<file path="src/rtl/text_console_writer.sv">
// text_console_writer: write side of the text-mode display.
// Turns a stream of 8-bit character codes into writes on the text RAM write
// port. Tracks a cursor, handles CR/LF, wraps at end of line and wraps the
// screen back to row 0. Blanks every newly entered line, and the whole
// screen after reset.
// Optional feature: define TEXT_CONSOLE_BACKSPACE_EN to make 0x08 a
// destructive backspace; otherwise 0x08 is written like any printable code.
module text_console_writer #(
  parameter int         TextCols = 64,
  parameter int         TextRows = 32,
  parameter logic [7:0] BlankChr = 8'h20
) (
  input  logic                                  clk,
  input  logic                                  reset,
  input  logic [7:0]                            char_in,
  input  logic                                  char_valid,
  output logic                                  char_ready,
  output logic [$clog2(TextCols*TextRows)-1:0]  TEXT_WA,
  output logic [7:0]                            TEXT_WD,
  output logic                                  TEXT_WE,
  output logic [$clog2(TextCols)-1:0]           cursor_col,
  output logic [$clog2(TextRows)-1:0]           cursor_row
);

  localparam int AW = $clog2(TextCols*TextRows);
  localparam int CW = $clog2(TextCols);
  localparam int RW = $clog2(TextRows);

  localparam logic [CW-1:0] COL_LAST  = CW'(TextCols - 1);
  localparam logic [RW-1:0] ROW_LAST  = RW'(TextRows - 1);
  localparam logic [AW-1:0] SCRN_LAST = AW'(TextCols*TextRows - 1);
  localparam logic [AW-1:0] LINE_LAST = AW'(TextCols - 1);

  localparam logic [7:0] CHR_LF = 8'h0A;
  localparam logic [7:0] CHR_CR = 8'h0D;
`ifdef TEXT_CONSOLE_BACKSPACE_EN
  localparam logic [7:0] CHR_BS = 8'h08;
`endif

  typedef enum logic [1:0] {
    S_CLR_SCRN = 2'd0,
    S_IDLE     = 2'd1,
    S_CLR_LINE = 2'd2
  } state_t;

  state_t        state;
  logic [AW-1:0] clr_cnt;    // cell index for screen clear, column for line clear
  logic [RW-1:0] row_next;   // row entered by LF or auto-wrap
  logic [CW-1:0] col_dec;    // column after a backspace

  assign row_next = (cursor_row == ROW_LAST) ? '0 : cursor_row + 1'b1;
  assign col_dec  = cursor_col - 1'b1;

  // Linear RAM address of a cell, computed at full address width.
  function automatic logic [AW-1:0] cell_addr(input logic [RW-1:0] row,
                                              input logic [AW-1:0] col);
    return AW'(row) * AW'(TextCols) + col;
  endfunction

  // Control FSM: screen/line clears, character placement and cursor tracking.
  always_ff @(posedge clk) begin
    if (reset) begin
      state      <= S_CLR_SCRN;
      clr_cnt    <= '0;
      char_ready <= 1'b0;
      TEXT_WE    <= 1'b0;
      TEXT_WA    <= '0;
      TEXT_WD    <= BlankChr;
      cursor_col <= '0;
      cursor_row <= '0;
    end else begin
      // NOTE: sequential state uses non-blocking assignments only; this default
      // is overridden later in the same block by any branch that writes.
      TEXT_WE <= 1'b0;
      case (state)
        S_CLR_SCRN: begin
          char_ready <= 1'b0;
          TEXT_WE    <= 1'b1;
          TEXT_WA    <= clr_cnt;
          TEXT_WD    <= BlankChr;
          if (clr_cnt == SCRN_LAST) begin
            clr_cnt <= '0;
            state   <= S_IDLE;
          end else begin
            clr_cnt <= clr_cnt + 1'b1;
          end
        end

        S_IDLE: begin
          char_ready <= 1'b1;
          if (char_valid && char_ready) begin
            if (char_in == CHR_LF) begin
              cursor_col <= '0;
              cursor_row <= row_next;
              char_ready <= 1'b0;
              state      <= S_CLR_LINE;
            end else if (char_in == CHR_CR) begin
              cursor_col <= '0;
`ifdef TEXT_CONSOLE_BACKSPACE_EN
            end else if (char_in == CHR_BS) begin
              // Column 0 is a no-op: backspace never climbs to the previous row.
              if (cursor_col != '0) begin
                cursor_col <= col_dec;
                TEXT_WE    <= 1'b1;
                TEXT_WA    <= cell_addr(cursor_row, AW'(col_dec));
                TEXT_WD    <= BlankChr;
              end
`endif
            end else begin
              TEXT_WE <= 1'b1;
              TEXT_WA <= cell_addr(cursor_row, AW'(cursor_col));
              TEXT_WD <= char_in;
              if (cursor_col == COL_LAST) begin
                // Auto-wrap behaves like LF once this character is written.
                cursor_col <= '0;
                cursor_row <= row_next;
                char_ready <= 1'b0;
                state      <= S_CLR_LINE;
              end else begin
                cursor_col <= cursor_col + 1'b1;
              end
            end
          end
        end

        S_CLR_LINE: begin
          // char_ready stays low through the last clear and rises one cycle later in S_IDLE.
          char_ready <= 1'b0;
          TEXT_WE    <= 1'b1;
          TEXT_WA    <= cell_addr(cursor_row, clr_cnt);
          TEXT_WD    <= BlankChr;
          if (clr_cnt == LINE_LAST) begin
            clr_cnt <= '0;
            state   <= S_IDLE;
          end else begin
            clr_cnt <= clr_cnt + 1'b1;
          end
        end

        default: begin
          state      <= S_CLR_SCRN;
          clr_cnt    <= '0;
          char_ready <= 1'b0;
        end
      endcase
    end
  end

endmodule

</file>
<file path="config.mk">
export PLATFORM = sky130hd
export DESIGN_NAME = text_console_writer
export DESIGN_NICKNAME = d
export VERILOG_FILES = /design/src/rtl/text_console_writer.sv
export SDC_FILE = /design/constraint.sdc
export NUM_CORES = 1
export LEC_CHECK = 0
export ABC_AREA = 1
export CAP_MARGIN = 25
export CORE_MARGIN = 2
export CORE_UTILIZATION = 57
export DETAILED_ROUTE_END_ITERATION = 10
export GPL_TIMING_DRIVEN = 0
export MAX_ROUTING_LAYER = met4
export PLACE_DENSITY = 0.85
export SLEW_MARGIN = 20
export SYNTH_ARGS = -nofsm -noshare
export SYNTH_HDL_FRONTEND = slang
export SYNTH_SLANG_ARGS = --single-unit
</file>
<file path="constraint.sdc">
create_clock -name clk -period 2.7 [get_ports clk]
set_input_delay 0.81 -clock clk [delete_from_list [all_inputs] [get_ports clk]]
set_output_delay 0.81 -clock clk [all_outputs]
set_load 0.02 [all_outputs]
</file>
* Word-level counts from Yosys, hierarchy flattened
Cells that the tools add are included.
** Word-level totals
- Input port bits :: 11
- Register bits after elaboration :: 45
- Word-level logic and storage cells :: 75
** Operators by class
- Reductions and logical operators :: 12
- Add/subtract/negate cells :: 5
- Bitwise gates (word level) :: 1
- Equal/unequal tests :: 16
- Mux-type cells :: 33
** Operators by type and width (count)
- $pmux 11 s3 :: 2
- $mux 11 :: 5
- $mux 8 :: 3
- $mux 5 :: 4
- $mux 6 :: 3
- $eq 8x4->1 const B :: 2
- $pmux 8 s2 :: 1
- $mux 2 :: 6
- $ne 2x2->1 const B :: 6
- $reduce_and 4->1 :: 3
- $add 11x1->11 const B :: 1
- $add 11x11->11 :: 1
- $add 11x6->11 :: 1
- $eq 11x11->1 const B :: 1
- $eq 11x6->1 const B :: 1
- $mux 1 :: 7
- $add 6x1->6 const B :: 1
- $eq 6x6->1 const B :: 1
- $ne 3x3->1 const B :: 2
- $pmux 2 s3 :: 1
- $add 5x1->5 const B :: 1
- $eq 5x5->1 const B :: 1
- $reduce_and 5->1 :: 1
- $reduce_bool 2->1 :: 2
- 9 further kinds :: 10

* Longest topological paths before layout
Gate-level depths: netlist of the first run.
- Depth after elaboration :: 6
- Depth in mapped cells :: 11
- Depth with buffers taken out :: 11

* Least setup slack after synthesis of the first run
No wires, ideal clock.
- Kind :: input to register
- From :: in char_in[5]
- To :: reg TEXT_WA[8]
- Stages :: 9
- Arrival time :: 1.684 ns
- Path slack :: 0.888 ns
- Required time :: 2.572 ns
- Setup time :: 0.128 ns
- Path through :: inv_1 nand2_2 nor2_4 nand2_2 a21oi_4 nor2_4 buf_6 o21ai_2 nor2_1
** On the way
- Cells in the longest elaborated chain, start to end :: 3
- Elaborated cells on any way between the ends :: 5
- Classes of those cells :: 4 x eq/ne; 1 x reduce/logical
** RTL lines
- from (decl) :: line 15 : input logic [7:0] char_in,
- $eq 8x4->1 (on tied branches) :: line 97, 92
- $ne 2x2->1 (no line)
- $reduce_and 4->1 (no line) (*)
- to (signal assigned) :: line 79 : TEXT_WA <= clr_cnt;
- to (signal assigned) :: line 111 : TEXT_WA <= cell_addr(cursor_row, AW'(cursor_col));
- to (signal assigned) :: line 130 : TEXT_WA <= cell_addr(cursor_row, clr_cnt);
- to (decl) :: line 18 : output logic [$clog2(TextCols*TextRows)-1:0] TEXT_WA,
Every way passes the cells marked *; elsewhere a longest branch is shown, timed or not.
A chain may end at the register's enable or synchronous reset.

* Worst setup path in the final report of the first run
- From :: reg cursor_row[0]
- To :: out cursor_row[0]
** RTL lines
- from (decl) :: line 22 : output logic [$clog2(TextRows)-1:0] cursor_row
- from (signal assigned) :: line 94 : cursor_row <= row_next;
- from (signal assigned) :: line 116 : cursor_row <= row_next;
No word-level cell between the ends.

==> results of run 1 <==
[registers in the layout (all words and copies together) (netlist names)]
signal / count
TEXT_WA: 11
clr_cnt: 11
TEXT_WD: 8
cursor_col: 6
cursor_row: 5
state: 2
TEXT_WE: 1
char_ready: 1
[worst paths after layout]
path	cells after the start	slack [ns]	start	end
hold / removal	2	0.46	TEXT_WD[3]$_SDFFE_PP0P_	TEXT_WD[3]$_SDFFE_PP0P_
hold reg to reg	2	0.46	TEXT_WD[3]$_SDFFE_PP0P_	TEXT_WD[3]$_SDFFE_PP0P_
setup / recovery	1	0.40	cursor_row[0]$_SDFFE_PP0P_	cursor_row[0]
setup reg to reg	8	0.82	state[0]$_SDFFE_PP0P_	TEXT_WD[0]$_SDFFE_PP0P_
[area by class of cell]
type                    count  area [µm²]  area share (%)
plain buffers               8       40.04           1.299
clock inverters             1       7.507          0.2436
repair buffers             41       410.4           13.32
multi-input cells         267        1435           46.57
clock buffers               7       76.32           2.477
flip-flops and latches     45       900.9           29.23
well taps                  52       65.06           2.111
inverters                  39       146.4           4.750
[metal layers]
layer  track usage [%]  up-vias
met5                 -        -
met2             42.87      100
met1             34.48     1125
met3             5.051       10
met4             9.615        0
li1                  -     1282
[cells in the final DEF, fill, tap and decap left out]
cell type,count
dfxtp_1,45
clkbuf_8,5
buf_6,1
nor2_2,3
nand3_1,27
fa_1,1
a22o_1,1
nor2_4,4
nand2_2,4
nand2_1,84
a21oi_1,34
clkbuf_1,7
buf_2,2
o21ai_0,29
nor2_1,30
nand3_2,1
a21oi_4,1
nor3_1,12
nor3_2,2
nand4_1,5
clkinvlp_4,1
clkdlybuf4s50_1,41
a211oi_1,1
o21a_1,1
o32ai_1,2
nor3_4,1
o21ai_2,4
xnor2_1,2
inv_2,5
xor2_1,5
inv_1,34
or2_2,1
ha_1,12
[power by group]
part	switching, mW	internal [mW]	leakage [nW]
sequential	0.0307	0.702	0.364
combinational	0.169	0.112	0.787
clock	0.230	0.183	0.0385
[kinds of logic after synthesis]
logic type,after synthesis
xor gates and xnor gates,7
and+or+nand+nor,174
adders and majority gates,13
DFF,45
buffers and inverters,47
AOI/OAI and AO/OA,73
[tightest hold or removal path: stages (launching register included)]
cell and delay [ns]:
dfxtp_1 0.32, nand2_1 0.06, a21oi_1 0.05
==> metrics, run 1 <==
Final Max Slew Viols 0; most frequent cells after synthesis 84 x nand2_1, 45 x dfxtp_1, 34 x a21oi_1, 34 x inv_1, 30 x nor2_1; Total Power 1.428 mW; post-synthesis cell area 2522 µm²; Max IR drop VDD between 0.0004 and 0.0005 V; Post-CTS Repair Setup Buffers 0; largest net degree at the start of global routing 14; Post-Place Cell Area 2998 µm²; Hold Violations, Final 0; Synth Flop Type dfxtp_1; hold crit path type flip-flop to flip-flop; met2 WL 2.874 mm; Die Span Y 70.52 µm; mux cell area share after synthesis 0%; status completed; vias in the first global route ~2300; crit-path leading delay family buffers and inverters; main combinational cell family by area after synthesis simple AND/OR/NAND/NOR gates; row cnt 24; YS warnings 0; CTS tree done; drt via density 5.472; CP Buf/Inv Count 1; Gate Count Post-Synth 359; Pre-antenna DRT Iters 5; IO Port Bufs about 40; core area 4294 µm²; hold-fix buffers at CTS 0; total placed cells including tap cells 452; syn nets around 380; Met3 Wirelength between 400 and 500 µm; post-synthesis compound-gate area fraction roughly 16%; DP HPWL 4.523 mm; fill count 381; Worst EP arrival 1.49 ns; distinct cell type count after synthesis 30; type of origin of the critical path flip-flop; design area 3082 µm²; Simple-Gate Fraction of Synth Area 31.55%; fmax 435.6 MHz; clock tree skew after final layout 0.01538 ns; top layer in use met4; post-synthesis sequential area ratio a little over a third; Clock H-tree levels 2; clock slew at reported path FFs 0.09 ns; pwr dens 463.2 nW/µm²; XOR/XNOR share of the synthesized area roughly 2.4%; TritonCTS Buffers 5; fin cells 460; grt ovf 0; worst slew pin tran 0.5986 ns; largest cells by area after synthesis dfxtp_1 36%, nand2_1 13%, a21oi_1 6.7%; worst stage delay on the critical path 0.67 ns; clock latency on the worst-skew pair 0.31 ns; async set-reset flop share out of synthesis 0%; antenna-violating nets left 0; clk sinks 45; RSZ-0062 raised after global routing no; critical-path cell list clkdlybuf4s50_1; Avg Cell Area, Syn 7.026 µm²; Area Overhead vs Synth 22.17%; Setup-failing EPs final 0; Post-synth EDFFs 0; final worst setup slack 0.4041 ns; # DRC 0; Crit path required time 1.89 ns; post-layout util 71.77%; DR vias 2517; share of cells above drive strength 1 8.578%; All-Layer GR Usage a little over a quarter; clk root buf clkbuf_8; post-layout min period 2.296 ns; routability cong. 0.8790; I/O pin cnt 43; Die Area slightly below 5000 µm²; Routed WL per cell around 13 µm; adder-cell share of the synthesized area 6.746%; Initial Util 58.74%; period utilization 85.03%; Total Negative Setup Slacks 0 ns; slowest CP cell clkdlybuf4s50_1; worst hold margin 0.4644 ns; met1 WL between 2 and 3 mm; first-pass GRT wire length 10.47 mm; layout net count 431; pre-CTS WS between 0.2 and 0.25 ns; ant diodes 0; final WL slightly above 6 mm; Pleak 1.189 nW; most numerous cell in the Yosys netlist nand2_1; register bit total from synthesis 45; CTS resizes 0; CP endpoint kind output pin; top-area cell type share of the netlist area 35.71%; clock tree buffer depth 2; CP Class flip-flop to output pin; antenna violations before repair 0; number of DRC markers in iteration 0 208; worst-path maximum fanout 8; Die W 70.52 µm; Max transition margin 59.94%; Max Cap Violations 0; dominant cell type by area after synthesis dfxtp_1
(Power assumes the default switching activity.)
==> inputs of run 2 (changes only) <==
--- a/config.mk
+++ b/config.mk
@@ -9,6 +9,7 @@
 export CAP_MARGIN = 25
 export CORE_MARGIN = 2
 export CORE_UTILIZATION = 57
+export CTS_CLUSTER_SIZE = 40
 export DETAILED_ROUTE_END_ITERATION = 10
 export GPL_TIMING_DRIVEN = 0
 export MAX_ROUTING_LAYER = met4
==> results of run 2 <==
Same layout as run 1: the final DEF is identical, and so are final timing and power.
==> inputs of run 3 (changes only) <==
--- a/config.mk
+++ b/config.mk
@@ -14,7 +14,7 @@
 export GPL_TIMING_DRIVEN = 0
 export MAX_ROUTING_LAYER = met4
 export PLACE_DENSITY = 0.85
-export SLEW_MARGIN = 20
+export SLEW_MARGIN = 5
 export SYNTH_ARGS = -nofsm -noshare
 export SYNTH_HDL_FRONTEND = slang
 export SYNTH_SLANG_ARGS = --single-unit
==> results of run 3 <==
Same layout as run 1: the final DEF is identical, and so are final timing and power.
